`src/rtl/alu_stream_if.sv`:
```
// Request/response bundle for alu_stream_core.
// The master drives requests and accepts results; the slave is the ALU.
interface alu_stream_if #(
    parameter int N = 8
);
    logic           in_valid;
    logic           in_ready;
    logic [1:0]     inp_valid;
    logic           mode;
    logic [3:0]     cmd;
    logic           cin;
    logic [N-1:0]   opa;
    logic [N-1:0]   opb;
    logic           out_valid;
    logic           out_ready;
    logic [2*N-1:0] res;
    logic           cout;
    logic           oflow;
    logic           err;
    logic           g;
    logic           l;
    logic           e;

    modport master (
        output in_valid, inp_valid, mode, cmd, cin, opa, opb, out_ready,
        input  in_ready, out_valid, res, cout, oflow, err, g, l, e
    );

    modport slave (
        input  in_valid, inp_valid, mode, cmd, cin, opa, opb, out_ready,
        output in_ready, out_valid, res, cout, oflow, err, g, l, e
    );
endinterface

```
`src/rtl/alu_stream_core.sv`:
```
// Handshaked parametrised ALU: single-cycle logic/arithmetic ops and an
// iterative shift-add multiplier, with a registered valid/ready result port.
module alu_stream_core #(
    parameter int N  = 8,
    parameter int RW = $clog2(N)
) (
    input  logic clk,
    input  logic rst,
    input  logic ce,
    alu_stream_if.slave bus
);
    localparam int W2 = 2 * N;
    localparam int CW = $clog2(N) + 1;

    typedef enum logic {IDLE, MUL} state_t;

    state_t         state_reg, state_next;
    logic           out_valid_reg, out_valid_next;
    logic [W2-1:0]  res_reg, res_next;
    logic           cout_reg, cout_next;
    logic           oflow_reg, oflow_next;
    logic           err_reg, err_next;
    logic           g_reg, g_next;
    logic           l_reg, l_next;
    logic           e_reg, e_next;
    logic [W2:0]    mcand_reg, mcand_next;
    logic [N-1:0]   mplier_reg, mplier_next;
    logic [W2:0]    acc_reg, acc_next;
    logic [CW-1:0]  count_reg, count_next;
    logic           shl_reg, shl_next;

    logic [N-1:0]   a, b;
    logic [N:0]     add_ab, add_c, sub_ab, sub_c, inc_a, inc_b, sadd, ssub;
    logic [N-1:0]   dec_a, dec_b, rol_val, ror_val;
    logic [RW-1:0]  rot_amt;
    logic           rot_hi;

    // Decoded single-cycle result
    logic [W2-1:0]  op_res;
    logic [N-1:0]   lres;
    logic           op_cout, op_oflow, op_err, op_g, op_l, op_e, op_mul;
    logic           need_a, need_b, undef;

    logic           in_ready_int, accept, consume;
    logic [W2:0]    acc_step;

    assign a       = bus.opa;
    assign b       = bus.opb;
    assign add_ab  = {1'b0, a} + {1'b0, b};
    assign add_c   = add_ab + (N+1)'(bus.cin);
    assign sub_ab  = {1'b0, a} - {1'b0, b};
    assign sub_c   = sub_ab - (N+1)'(bus.cin);
    assign inc_a   = {1'b0, a} + (N+1)'(1);
    assign inc_b   = {1'b0, b} + (N+1)'(1);
    assign dec_a   = a - N'(1);
    assign dec_b   = b - N'(1);
    assign sadd    = {a[N-1], a} + {b[N-1], b};
    assign ssub    = {a[N-1], a} - {b[N-1], b};
    assign rot_amt = b[RW-1:0];
    assign rot_hi  = |b[N-1:RW];
    // A shift by N yields zero, so amount 0 degenerates cleanly to opa.
    assign rol_val = (a << rot_amt) | (a >> (N - int'(rot_amt)));
    assign ror_val = (a >> rot_amt) | (a << (N - int'(rot_amt)));

    // Operand shortage also blocks the MUL path so the error answers in one cycle.
    assign in_ready_int = !rst && ce && (state_reg == IDLE) && (!out_valid_reg || bus.out_ready);
    assign accept       = bus.in_valid && in_ready_int;
    assign consume      = out_valid_reg && bus.out_ready && ce;
    assign acc_step     = acc_reg + (mplier_reg[0] ? mcand_reg : '0);

    // Decode opcode into a single-cycle result, flags and operand requirements
    always_comb begin
        op_res   = '0;
        lres     = '0;
        op_cout  = 1'b0;
        op_oflow = 1'b0;
        op_err   = 1'b0;
        op_g     = 1'b0;
        op_l     = 1'b0;
        op_e     = 1'b0;
        op_mul   = 1'b0;
        need_a   = 1'b1;
        need_b   = 1'b1;
        undef    = 1'b0;
        if (bus.mode) begin
            case (bus.cmd)
                4'd0:  begin op_res = W2'(add_ab); op_cout = add_ab[N]; end
                4'd1:  begin op_res = W2'(sub_ab[N-1:0]); op_oflow = (a < b); end
                4'd2:  begin op_res = W2'(add_c); op_cout = add_c[N]; end
                4'd3:  begin op_res = W2'(sub_c[N-1:0]); op_oflow = sub_c[N]; end
                4'd4:  begin need_b = 1'b0; op_res = W2'(inc_a); op_cout = inc_a[N]; end
                4'd5:  begin need_b = 1'b0; op_res = W2'(dec_a); op_oflow = (a == '0); end
                4'd6:  begin need_a = 1'b0; op_res = W2'(inc_b); op_cout = inc_b[N]; end
                4'd7:  begin need_a = 1'b0; op_res = W2'(dec_b); op_oflow = (b == '0); end
                4'd8:  begin op_g = (a > b); op_l = (a < b); op_e = (a == b); end
                4'd9, 4'd10: op_mul = 1'b1;
                4'd11: begin
                    op_res   = {{(N-1){sadd[N]}}, sadd};
                    op_oflow = sadd[N] ^ sadd[N-1];
                    op_g     = ($signed(a) > $signed(b));
                    op_l     = ($signed(a) < $signed(b));
                    op_e     = (a == b);
                end
                4'd12: begin
                    op_res   = {{(N-1){ssub[N]}}, ssub};
                    op_oflow = ssub[N] ^ ssub[N-1];
                    op_g     = ($signed(a) > $signed(b));
                    op_l     = ($signed(a) < $signed(b));
                    op_e     = (a == b);
                end
                default: undef = 1'b1;
            endcase
        end else begin
            case (bus.cmd)
                4'd0:  lres = a & b;
                4'd1:  lres = ~(a & b);
                4'd2:  lres = a | b;
                4'd3:  lres = ~(a | b);
                4'd4:  lres = a ^ b;
                4'd5:  lres = ~(a ^ b);
                4'd6:  begin need_b = 1'b0; lres = ~a; end
                4'd7:  begin need_a = 1'b0; lres = ~b; end
                4'd8:  begin need_b = 1'b0; lres = a >> 1; end
                4'd9:  begin need_b = 1'b0; lres = a << 1; end
                4'd10: begin need_a = 1'b0; lres = b >> 1; end
                4'd11: begin need_a = 1'b0; lres = b << 1; end
                4'd12: begin lres = rol_val; op_err = rot_hi; end
                4'd13: begin lres = ror_val; op_err = rot_hi; end
                default: undef = 1'b1;
            endcase
            op_res = {{N{1'b0}}, lres};
        end
        if (undef || (need_a && !bus.inp_valid[0]) || (need_b && !bus.inp_valid[1])) begin
            op_res   = '0;
            op_cout  = 1'b0;
            op_oflow = 1'b0;
            op_g     = 1'b0;
            op_l     = 1'b0;
            op_e     = 1'b0;
            op_mul   = 1'b0;
            op_err   = 1'b1;
        end
    end

    // Next-state, output load and multiplier step
    always_comb begin
        state_next     = state_reg;
        out_valid_next = out_valid_reg;
        res_next       = res_reg;
        cout_next      = cout_reg;
        oflow_next     = oflow_reg;
        err_next       = err_reg;
        g_next         = g_reg;
        l_next         = l_reg;
        e_next         = e_reg;
        mcand_next     = mcand_reg;
        mplier_next    = mplier_reg;
        acc_next       = acc_reg;
        count_next     = count_reg;
        shl_next       = shl_reg;
        if (consume) begin
            out_valid_next = 1'b0;
        end
        case (state_reg)
            IDLE: begin
                if (accept) begin
                    if (op_mul) begin
                        state_next  = MUL;
                        shl_next    = (bus.cmd == 4'd10);
                        mcand_next  = (bus.cmd == 4'd10) ? (W2+1)'({a, 1'b0}) : (W2+1)'(a);
                        mplier_next = b;
                        acc_next    = '0;
                        count_next  = '0;
                    end else begin
                        out_valid_next = 1'b1;
                        res_next       = op_res;
                        cout_next      = op_cout;
                        oflow_next     = op_oflow;
                        err_next       = op_err;
                        g_next         = op_g;
                        l_next         = op_l;
                        e_next         = op_e;
                    end
                end
            end
            MUL: begin
                if (ce) begin
                    acc_next    = acc_step;
                    mcand_next  = mcand_reg << 1;
                    mplier_next = mplier_reg >> 1;
                    count_next  = count_reg + CW'(1);
                    if (count_reg == CW'(N - 1)) begin
                        state_next     = IDLE;
                        out_valid_next = 1'b1;
                        res_next       = acc_step[W2-1:0];
                        cout_next      = 1'b0;
                        oflow_next     = shl_reg && acc_step[W2];
                        err_next       = 1'b0;
                        g_next         = 1'b0;
                        l_next         = 1'b0;
                        e_next         = 1'b0;
                    end
                end
            end
            default: state_next = IDLE;
        endcase
    end

    // State and datapath registers; ce=0 freezes everything
    always_ff @(posedge clk) begin
        if (rst) begin
            state_reg     <= IDLE;
            out_valid_reg <= 1'b0;
            res_reg       <= '0;
            cout_reg      <= 1'b0;
            oflow_reg     <= 1'b0;
            err_reg       <= 1'b0;
            g_reg         <= 1'b0;
            l_reg         <= 1'b0;
            e_reg         <= 1'b0;
            mcand_reg     <= '0;
            mplier_reg    <= '0;
            acc_reg       <= '0;
            count_reg     <= '0;
            shl_reg       <= 1'b0;
        end else if (ce) begin
            state_reg     <= state_next;
            out_valid_reg <= out_valid_next;
            res_reg       <= res_next;
            cout_reg      <= cout_next;
            oflow_reg     <= oflow_next;
            err_reg       <= err_next;
            g_reg         <= g_next;
            l_reg         <= l_next;
            e_reg         <= e_next;
            mcand_reg     <= mcand_next;
            mplier_reg    <= mplier_next;
            acc_reg       <= acc_next;
            count_reg     <= count_next;
            shl_reg       <= shl_next;
        end
    end

    assign bus.in_ready  = in_ready_int;
    assign bus.out_valid = out_valid_reg;
    assign bus.res       = res_reg;
    assign bus.cout      = cout_reg;
    assign bus.oflow     = oflow_reg;
    assign bus.err       = err_reg;
    assign bus.g         = g_reg;
    assign bus.l         = l_reg;
    assign bus.e         = e_reg;
endmodule

```
`src/flat_wrapper.sv`:
```
// flat-port wrapper written by rule: the top's interface ports become plain ports
module alu_stream_core_flat 
#(
    parameter int N  = 8,
    parameter int RW = $clog2(N)
)
  (clk, rst, ce, bus_in_valid, bus_inp_valid, bus_mode, bus_cmd, bus_cin, bus_opa, bus_opb, bus_out_ready, bus_in_ready, bus_out_valid, bus_res, bus_cout, bus_oflow, bus_err, bus_g, bus_l, bus_e);
  alu_stream_if #(.N(N)) bus_i ();
  input  logic clk;
  input  logic rst;
  input  logic ce;
  input wire logic [$bits(bus_i.in_valid)-1:0] bus_in_valid;
  input wire logic [$bits(bus_i.inp_valid)-1:0] bus_inp_valid;
  input wire logic [$bits(bus_i.mode)-1:0] bus_mode;
  input wire logic [$bits(bus_i.cmd)-1:0] bus_cmd;
  input wire logic [$bits(bus_i.cin)-1:0] bus_cin;
  input wire logic [$bits(bus_i.opa)-1:0] bus_opa;
  input wire logic [$bits(bus_i.opb)-1:0] bus_opb;
  input wire logic [$bits(bus_i.out_ready)-1:0] bus_out_ready;
  output wire logic [$bits(bus_i.in_ready)-1:0] bus_in_ready;
  output wire logic [$bits(bus_i.out_valid)-1:0] bus_out_valid;
  output wire logic [$bits(bus_i.res)-1:0] bus_res;
  output wire logic [$bits(bus_i.cout)-1:0] bus_cout;
  output wire logic [$bits(bus_i.oflow)-1:0] bus_oflow;
  output wire logic [$bits(bus_i.err)-1:0] bus_err;
  output wire logic [$bits(bus_i.g)-1:0] bus_g;
  output wire logic [$bits(bus_i.l)-1:0] bus_l;
  output wire logic [$bits(bus_i.e)-1:0] bus_e;
  assign bus_i.in_valid = bus_in_valid;
  assign bus_i.inp_valid = bus_inp_valid;
  assign bus_i.mode = bus_mode;
  assign bus_i.cmd = bus_cmd;
  assign bus_i.cin = bus_cin;
  assign bus_i.opa = bus_opa;
  assign bus_i.opb = bus_opb;
  assign bus_i.out_ready = bus_out_ready;
  assign bus_in_ready = bus_i.in_ready;
  assign bus_out_valid = bus_i.out_valid;
  assign bus_res = bus_i.res;
  assign bus_cout = bus_i.cout;
  assign bus_oflow = bus_i.oflow;
  assign bus_err = bus_i.err;
  assign bus_g = bus_i.g;
  assign bus_l = bus_i.l;
  assign bus_e = bus_i.e;
  alu_stream_core #(.N(N), .RW(RW)) u_core (.clk(clk), .rst(rst), .ce(ce), .bus(bus_i));
endmodule
```
`config.mk`:
```
export PLATFORM = sky130hd
export DESIGN_NAME = alu_stream_core_flat
export DESIGN_NICKNAME = d
export VERILOG_FILES = /design/src/rtl/alu_stream_if.sv /design/src/rtl/alu_stream_core.sv /design/src/flat_wrapper.sv
export SDC_FILE = /design/constraint.sdc
export NUM_CORES = 1
export LEC_CHECK = 0
export BUFFER_PORTS_ARGS = -buffer_cell sky130_fd_sc_hd__buf_4
export CELL_PAD_IN_SITES_DETAIL_PLACEMENT = 1
export CELL_PAD_IN_SITES_GLOBAL_PLACEMENT = 2
export CORE_ASPECT_RATIO = 1.1
export CORE_MARGIN = 4
export CORE_UTILIZATION = 37
export DETAILED_ROUTE_END_ITERATION = 10
export GPL_TIMING_DRIVEN = 1
export PLACE_DENSITY = 0.93
export SKIP_CTS_REPAIR_TIMING = 1
export SYNTH_ARGS = -nofsm -noshare
export SYNTH_HDL_FRONTEND = slang
export SYNTH_SLANG_ARGS = --single-unit
```
`constraint.sdc`:
```
create_clock -name clk -period 3.5 [get_ports clk]
set_input_delay 0.35 -clock clk [delete_from_list [all_inputs] [get_ports clk]]
set_output_delay 0.35 -clock clk [all_outputs]
set_load 0.02 [all_outputs]
```
==> results.md, run 1 <==
* Layout area overhead at 14.2%
* Synth Register Bits at 71
* Netlist area before placement at 8160 um2
* Arrival time worst endpoint at 3.40 ns
* WHS Endpoint: u_core.bus.out_valid$_SDFFE_PP0P_
* Final Setup Violations at 0
* Tot Pwr at 0.00275 W
* Dominant synthesized flop cell: dfxtp_1
* Compound-gate portion of the synthesized area at 30.2%
* Reg-to-Reg End: u_core.acc_reg[15]$_SDFFE_PP0P_
* Crit path launch type: input pin
* Worst r2r path cells at 11
* I/O Buffers at 52
* Area of the multi-input gates at 6240 um2
* Distinct cells, synth at 99
* Die Ht at 164 um
* DR pass1 iterations at 5
* Share of cells above drive strength 1 at roughly 15%
* First-pass GRT wire length at ~54000 um
* H-tree levels at 3
* Row cnt at 56
* GR Util All Layers at 28.5%
* Syn_area_per_cell at 7.37 um2
* Io pins at 53
* # clock sinks at 71
* Routed len/inst at 24.6 um
* Mux share of post-synthesis cell area at 5.22%
* Core area at 21500 um2
* Reg2reg start: u_core.mplier_reg[0]$_SDFFE_PP0P_
* Worst Min Path Start: bus_out_ready
* Max FO, Critical Path at 13
* RSZ-0062 raised after global routing: no
* Fmax at between 0.3 and 0.4 GHz
* Sequential fraction of the synthesis area at 17.4%
* Fin. Hold Viols at 0
* CTS Buffer Depth at 2
* Max Cap Viol at 0
* Vias per Instance at approximately 6.4
* Number of synthesized flops with an enable pin at 0
* Slew Limit Fails at 0
* Largest net degree at the start of global routing at 70
* ANT cells at 0
* Hold depth at 4
* Register area at between 1000 and 1500 um2
* Status: completed
* Fin crit period at 3.21 ns
* Vias at 9162
* Vias in the first global route at 9010
* Final nets at 1230
* Min-delay worst type: in2reg
* Pleak at 3.59 nW
* Antenna-violating nets left at 0
* R2R setup slack at 0.33 ns
* Final period util at 91.8%
* Reg clk slew, reported paths at 0.06 ns
* Async S/R FF share, synth at 0%
* Final wirelength at approximately 35000 um
* Root Driver: clkbuf_16
* Hpwl dp at 27100 um
* Most common cell in the netlist: nand2_1
* Post-synth top cells: nand2_1 (116), nor2_1 (102), a21oi_1 (84)
* CP Class: in2reg
* CTS tree: yes
* Worst EP required at 3.69 ns
* Main combinational cell family by area after synthesis: compound AO/OA/AOI/OAI gates
* Maximum vdd drop at 0.000160 V
* CTS Buf Count at 9
* Final Util at approximately 43%
* CP Capture Type: register
* Synth top area share at 17.4%
* Worst slew margin at between 50% and 60%
* Post-Synth Simple-Gate Area at 25.9%
* Top post-synthesis cells by area: dfxtp_1 (17%), ha_1 (8.1%), nand2_1 (5.3%)
* Post-synthesis xor/xnor area fraction at 6.20%
* Clk_lat worst skew at approximately 0.34 ns
* DIE WIDTH at around 150 um
* Setup tns final at 0 ns
* Die area at 24500 um2
* Aggregate global routing overflow at 0
* Synth Area in Adders at 8.87%
* Yosys warning total at 0
* DRC at 0
* Final GP Congestion at between 1 and 1.5
* Initial antenna violation count at 0
* Slew @ Worst Pin at about 0.75 ns
* Syn_nets at 1191
* Synthesized instance count at 1106
* Setup Skew at 0.00839 ns
* Drt first-iter violations at 811
* Pwr dens at between 200 and 300 nW/um2
* Post-synth top area cell: dfxtp_1
* Starting Density at between 30% and 40%
* Layout fillers at 2761
-- how the worst max path moves through the flow --
stage | slack (ns) | startpoint | depth (start not counted) | end
6_report | 0.29 | bus_opb[3] | 11 | u_core.bus.res[6]$_SDFFE_PP0P_
5_1_grt | 0.09 | bus_opb[3] | 11 | u_core.bus.res[6]$_SDFFE_PP0P_
4_1_cts | 0.34 | bus_opb[3] | 11 | u_core.bus.res[6]$_SDFFE_PP0P_
3_5_place_dp | 0.01 | bus_opb[3] | 11 | u_core.bus.res[6]$_SDFFE_PP0P_
3_3_place_gp | 0.07 | bus_opb[3] | 11 | u_core.bus.res[6]$_SDFFE_PP0P_
2_1_floorplan | 0.43 | bus_opb[1] | 12 | u_core.bus.res[7]$_SDFFE_PP0P_
-- cell type report --
| cell class | instances | share of cell area [%] |
|---|---|---|
| inverter | 31 | 1.25 |
| tap | 290 | 3.90 |
| clock buffer | 12 | 2.76 |
| sequential | 71 | 15.3 |
| timing repair buffer | 113 | 9.25 |
| clock inverter | 4 | 0.564 |
| multi-input combinational | 919 | 67.0 |
-- power by group --
part / internal (W) / total, W / switching [W]
Combinational: 0.000345 / 0.000960 / 0.000615
Sequential: 0.000819 / 0.000827 / 0.00000771
Clock: 0.000594 / 0.000962 / 0.000368
Total: 0.00176 / 0.00275 / 0.000991
-- layer usage --
| metal | global-route usage, % | share of wire [%] | routed length, um | vias up |
|---|---|---|---|---|
| met5 | 0 | 0 | 0 | - |
| met3 | 3.86 | 6.9 | 2440 | 95 |
| met2 | 46.6 | 47 | 16600 | 395 |
| li1 | - | - | - | 4185 |
| met1 | 37.2 | 41 | 14600 | 4487 |
| met4 | 13.4 | 5.0 | 1760 | 0 |
-- logic make-up (layout without fill, tap and decap cells) --
| kind of cell | after synthesis | after routing |
|---|---|---|
| and+or+nand+nor | 423 | 423 |
| AOI/OAI and AO/OA | 346 | 346 |
| buffers and inverters | 116 | 160 |
| DFF | 71 | 71 |
| adders and majority gates | 56 | 56 |
| xor gates and xnor gates | 56 | 56 |
| muxes | 38 | 38 |
-- placed cells by master (no fill, tap or decap), types with 22 or more instances in the layout --
cell type  count
a211oi_1      30
a21oi_1       84
and2_1        22
buf_4        112
dfxtp_1       71
ha_1          53
inv_1         26
mux2i_1       29
nand2_1      116
nand3_1       49
nor2_1       102
nor3_1        36
o211ai_1      26
o21ai_0       38
xnor2_1       39
-- per-stage QoR --
stage	hold slack (ns)	cells	setup WS (ns)	area, um2
after floorplan	0.432	1106	0.427	8160
after global placement	0.444	1424	0.0727	9000
after detailed placement	0.452	1424	0.0102	9000
after CTS	0.353	1440	0.338	9310
after global routing	0.366	1440	0.0895	9310
final	0.353	1440	0.286	9310
-- critical path: stages --
cell and delay, ns:
buf_4 0.08, inv_1 0.13, ha_1 0.71, nor3_2 0.14
a2111oi_4 0.51, xnor2_1 0.29, nor2_1 0.10, a311oi_1 0.35
o311ai_0 0.25, o221ai_1 0.37, a31oi_1 0.13
No activity file was read; power rests on OpenSTA's default activity.
==> run 2: changes to the inputs <==
--- a/config.mk
+++ b/config.mk
@@ -5,7 +5,7 @@
 export SDC_FILE = /design/constraint.sdc
 export NUM_CORES = 1
 export LEC_CHECK = 0
-export BUFFER_PORTS_ARGS = -buffer_cell sky130_fd_sc_hd__buf_4
+export BUFFER_PORTS_ARGS = -buffer_cell sky130_fd_sc_hd__buf_2
 export CELL_PAD_IN_SITES_DETAIL_PLACEMENT = 1
 export CELL_PAD_IN_SITES_GLOBAL_PLACEMENT = 2
 export CORE_ASPECT_RATIO = 1.1
==> run 2 against run 1 <==
- sequential cell count is the same
- routed wire length shrank 1.7%
- via count shrank 0.13%
- critical path type is now reg2reg
- critical endpoint is now u_core.bus.oflow$_SDFFE_PP0P_
==> results.md, run 2 (synthesis gave the netlist of run 1 again) <==
* Pleak at between 3 and 4 nW
* H-tree levels at 3
* Die Ht at 164 um
* DR pass1 iterations at 5
* Hpwl dp at around 27000 um
* CP dominant cell by count: nand3_1
* Maximum vdd drop at 0.000184 V
* WP buf/inv at 0
* Final Util at a little over two fifths
* Pwr dens at 295 nW/um2
* Fmax at 0.318 GHz
* Drt first-iter violations at 838
* Final GP Congestion at 0.981
* Final Setup Violations at 0
* Most frequent cells in the layout: nand2_1 (116), nor2_1 (102), a21oi_1 (84)
* Initial antenna violation count at 0
* Routed len/inst at 24.0 um
* Slew @ Worst Pin at between 0.7 and 0.8 ns
* Io pins at 53
* Final nets at 1240
* CTS tree: yes
* Vias at 9150
* Fin crit period at 3.14 ns
* Slowest stage delay, CP at 0.48 ns
* Min-delay worst type: in2reg
* Aggregate global routing overflow at 0
* Slowest cell on crit path: fa_1
* Setup Skew at between 0.007 and 0.008 ns
* Antenna-violating nets left at 0
* CP Capture Type: register
* Core area at 21500 um2
* I/O Buffers at 52
* Die area at between 20000 and 25000 um2
* Highest routed layer: met4
* Slew Limit Fails at 0
* Layout fillers at 2701
* Vias in the first global route at between 9000 and 10000
* Reg clk slew, reported paths at about 0.06 ns
* Final wirelength at 34800 um
* GR Util All Layers at approximately 28%
* Root Driver: clkbuf_16
* Layout area overhead at 13.6%
* Crit path cell chain: and2_1, ha_1, fa_1, a211oi_2, o21ai_1, nand3_1, nand3_1, a41oi_1, xor2_1, xnor2_1, o41ai_1
* Max Cap Viol at 0
* CTS Buf Count at 9
* # clock sinks at 71
* Fin. Hold Viols at 0
* Clk_lat worst skew at between 0.3 and 0.4 ns
* Largest net degree at the start of global routing at 70
* Row cnt at 56
* M1 WL at 14300 um
* CP Class: reg2reg
* CTS Buffer Depth at 2
* Most common cell after layout, fill and taps aside: nand2_1
* Final period util at 89.8%
* Starting Density at 37.9%
* Max FO, Critical Path at 3
* Setup tns final at 0 ns
* Crit path max-delay family: compound AO/OA/AOI/OAI gates
* Status: completed
* Vias per Instance at about 6.3
* Crit path launch type: register
* Share of cells above drive strength 1 at about 16%
* WL met2 at 16400 um
* ANT cells at 0
* Worst slew margin at between 40% and 50%
* Arrival time worst endpoint at 3.38 ns
* RSZ-0062 raised after global routing: no
* First-pass GRT wire length at roughly 54000 um
* Met3 WL post-DR at approximately 2300 um
* DRC at 0
* Worst EP required at 3.74 ns
* DIE WIDTH at between 100 and 150 um
[run 2: cell count changes in the layout (fill, tap and decap cells not counted)]
cell	previous run	this run
buf_2	0	52
buf_4	112	69
inv_6	1	3
buf_12	1	2
clkbuf_1	1	0
clkbuf_8	2	1
clkinv_2	1	2
clkinv_4	1	0
[run 2: worst register-to-register path: cells and delay by family (launching register included)]
family	cells	cell delay (ns)
compound gates	4	1.02
fa+ha+maj	2	0.74
xor+xnor	2	0.48
simple gates	3	0.47
flops	1	0.32
[run 2: per-stage QoR]
stage	std cells	total power [W]	worst slack, ns	area (um2)	hold slack [ns]
after floorplan	1106	0.00145	0.427	8160	0.432
after detailed placement	1434	0.00177	0.302	8960	0.451
final	1450	0.00273	0.358	9260	0.337
after global routing	1450	0.00284	0.204	9260	0.378
after CTS	1450	0.00273	0.413	9260	0.349
after global placement	1434	0.00176	0.352	8960	0.446
[run 2: final cells by class]
cell class	count	area (um2)	area share [%]
Sequential cell	71	1420	15.3
Tap cell	290	363	3.92
Clock buffer	10	239	2.58
Inverter	31	116	1.26
Timing Repair Buffer	123	818	8.83
Clock inverter	6	66.3	0.716
Multi-Input combinational cell	919	6240	67.4
[run 2: worst paths after layout]
| path | slack [ns] | from | cells after the start | end |
|---|---|---|---|---|
| worst max-delay path | 0.36 | u_core.mplier_reg[0]$_SDFFE_PP0P_ | 11 | u_core.bus.oflow$_SDFFE_PP0P_ |
| worst min-delay path | 0.34 | bus_out_ready | 4 | u_core.bus.out_valid$_SDFFE_PP0P_ |
| worst max register to register | 0.36 | u_core.mplier_reg[0]$_SDFFE_PP0P_ | 11 | u_core.bus.oflow$_SDFFE_PP0P_ |
| worst min register to register | 0.46 | u_core.acc_reg[5]$_SDFFE_PP0P_ | 2 | u_core.acc_reg[5]$_SDFFE_PP0P_ |
[run 2: metal layers]
| metal | GRT usage, % | vias up |
|---|---|---|
| met5 | 0 | - |
| met4 | 13.3 | 0 |
| met3 | 4.08 | 92 |
| met2 | 47.2 | 353 |
| met1 | 35.8 | 4504 |
| li1 | - | 4201 |
[run 2: power breakdown]
| group | total (W) | switching, W | internal, W |
|---|---|---|---|
| Combinational | 0.000950 | 0.000611 | 0.000340 |
| Clock | 0.000955 | 0.000378 | 0.000576 |
| Sequential | 0.000826 | 0.00000759 | 0.000819 |
| Total | 0.00273 | 0.000997 | 0.00173 |
==> run 3: changes to the inputs <==
--- a/config.mk
+++ b/config.mk
@@ -13,7 +13,7 @@
 export CORE_UTILIZATION = 37
 export DETAILED_ROUTE_END_ITERATION = 10
 export GPL_TIMING_DRIVEN = 1
-export PLACE_DENSITY = 0.93
+export PLACE_DENSITY_LB_ADDON = 0.1
 export SKIP_CTS_REPAIR_TIMING = 1
 export SYNTH_ARGS = -nofsm -noshare
 export SYNTH_HDL_FRONTEND = slang
==> run 3 against run 2 <==
- critical path depth did not move
- first-iteration DRC count down 32%
- setup slack improved by 0.072 ns
- count of clock-buffer cells in the layout unchanged
==> results.md, run 3 (synthesis gave the netlist of run 1 again) <==
* Status: completed
* Critical path endpoint: u_core.bus.oflow$_SDFFE_PP0P_
* Initial antenna violation count at 0
* Fin crit period at 3.07 ns
* H-tree levels at 3
* Int Pwr at 0.00171 W
* CTS Buf Count at 9
* Worst r2r path cells at 11
* Critical path startpoint: u_core.mplier_reg[0]$_SDFFE_PP0P_
* Crit path launch type: register
* Setup Skew at around 0.013 ns
* Final nets at about 1200
* CP Class: reg2reg
* Fmax at 0.326 GHz
* Clk_lat worst skew at between 0.3 and 0.4 ns
* Min-delay worst type: in2reg
* Hpwl dp at 27900 um
* Fin. Hold Viols at 0
* Gate power share at about a third
* Max FO, Critical Path at 9
* Reg2reg start: u_core.mplier_reg[0]$_SDFFE_PP0P_
* Final Setup Violations at 0
* Io pins at 53
* Max Cap Viol at 0
* Final GP Congestion at about 0.96
* CP Capture Type: register
* Root Driver: clkbuf_16
* P_sw at 0.000985 W
* Vias at 8954
* DR pass1 iterations at 5
* Pleak at 3.59 nW
* CTS Buffer Depth at 2
* Final Util at 42.9%
* Seq pwr share at between 30% and 40%
* Vias per Instance at 6.18
* Largest net degree at the start of global routing at 70
* Most frequent cells in the layout: nand2_1 (116), nor2_1 (102), a21oi_1 (84)
* Slew @ Worst Pin at 0.757 ns
* First-pass GRT wire length at about 54000 um
* Final WS setup at 0.430 ns
* GR Util All Layers at between 20% and 30%
* Worst EP required at 3.73 ns
* Die Ht at 164 um
* I/O Buffers at 52
* Setup tns final at 0 ns
* Clock share of power at 34.2%
* Worst Min Path Start: bus_out_ready
* Reg-to-Reg End: u_core.bus.oflow$_SDFFE_PP0P_
* Pre-CTS setup slack at 0.278 ns
* Aggregate global routing overflow at 0
* Reg clk slew, reported paths at approximately 0.06 ns
* Die area at 24500 um2
* DIE WIDTH at 150 um
* Sw frac at 36.5%
* DRC at 0
* Layout area overhead at 13.1%
* Core area at 21500 um2
* R2R setup slack at 0.43 ns
* Drt first-iter violations at 570
* Final wirelength at 35500 um
* Starting Density at 37.9%
* Vias in the first global route at around 9000
* Maximum vdd drop at 0.000204 V
* # clock sinks at 71
* Worst slew margin at 49.5%
* Pwr dens at 292 nW/um2
* RSZ-0062 raised after global routing: no
* Antenna-violating nets left at 0
* Most common cell after layout, fill and taps aside: nand2_1
* Routed len/inst at 24.5 um
* Row cnt at 56
* Slew Limit Fails at 0
* Arrival time worst endpoint at between 3 and 4 ns
* ANT cells at 0
* Share of cells above drive strength 1 at 15.9%
* CTS tree: yes
* Final period util at between 80% and 90%
==> run 3: cell count changes in the layout (fill, tap and decap cells not counted), moves of 2 or more <==
cell / before / now
buf_12: 2 / 0
clkinv_2: 2 / 0
clkinv_4: 0 / 3
clkinvlp_4: 0 / 2
inv_6: 3 / 0
==> run 3: power by group through the flow <==
stage | logic, W | registers (W) | clock network, W
final | 0.000947 | 0.000826 | 0.000924
after global placement | 0.000933 | 0.000844 | 0
after detailed placement | 0.000935 | 0.000844 | 0
after global routing | 0.00102 | 0.000827 | 0.000974
after floorplan | 0.000598 | 0.000854 | 0
after CTS | 0.000938 | 0.000826 | 0.000943
==> run 3: metal layers <==
layer,share of wire [%],wire (um),vias to the layer above,track usage [%]
li1,-,-,4192,-
met1,41,14500,4410,35.4
met2,49,17300,276,49.4
met3,5.5,1950,76,3.45
met4,5.2,1840,0,14.4
met5,0,0,-,0
==> run 3: area by class of cell <==
type                    count  area (um2)
fillers                  2738       12300
multi-input cells         919        6250
flip-flops and latches     71        1420
repair buffers            121         778
well taps                 290         363
clock buffers              10         229
inverters                  31         116
clock inverters             6        71.3
==> run 3: stage by stage <==
step,hold slack [ns],cell area [um2],instances,power (W)
4_1_cts,0.313,9230,1448,0.00271
2_1_floorplan,0.432,8160,1106,0.00145
6_report,0.327,9230,1448,0.00270
3_5_place_dp,0.453,8930,1432,0.00178
3_3_place_gp,0.445,8930,1432,0.00178
5_1_grt,0.333,9230,1448,0.00282
==> run 3: worst min path at each step <==
stage,endpoint,slack (ns),cells after the start
after floorplan,u_core.bus.oflow$_SDFFE_PP0P_,0.43,2
final,u_core.bus.out_valid$_SDFFE_PP0P_,0.33,4
after global routing,u_core.bus.out_valid$_SDFFE_PP0P_,0.33,4
after global placement,u_core.acc_reg[2]$_SDFFE_PP0P_,0.45,2
after detailed placement,u_core.acc_reg[8]$_SDFFE_PP0P_,0.45,2
after CTS,u_core.bus.out_valid$_SDFFE_PP0P_,0.31,4
==> run 3: critical path: stages (launching register included) <==
cell and delay (ns):
dfxtp_1 0.39, and2_1 0.21, ha_1 0.25, fa_1 0.48
a211oi_2 0.29, o21ai_1 0.15, nand3_1 0.11, nand3_1 0.15
a41oi_1 0.25, xor2_1 0.27, xnor2_1 0.12, o41ai_1 0.29
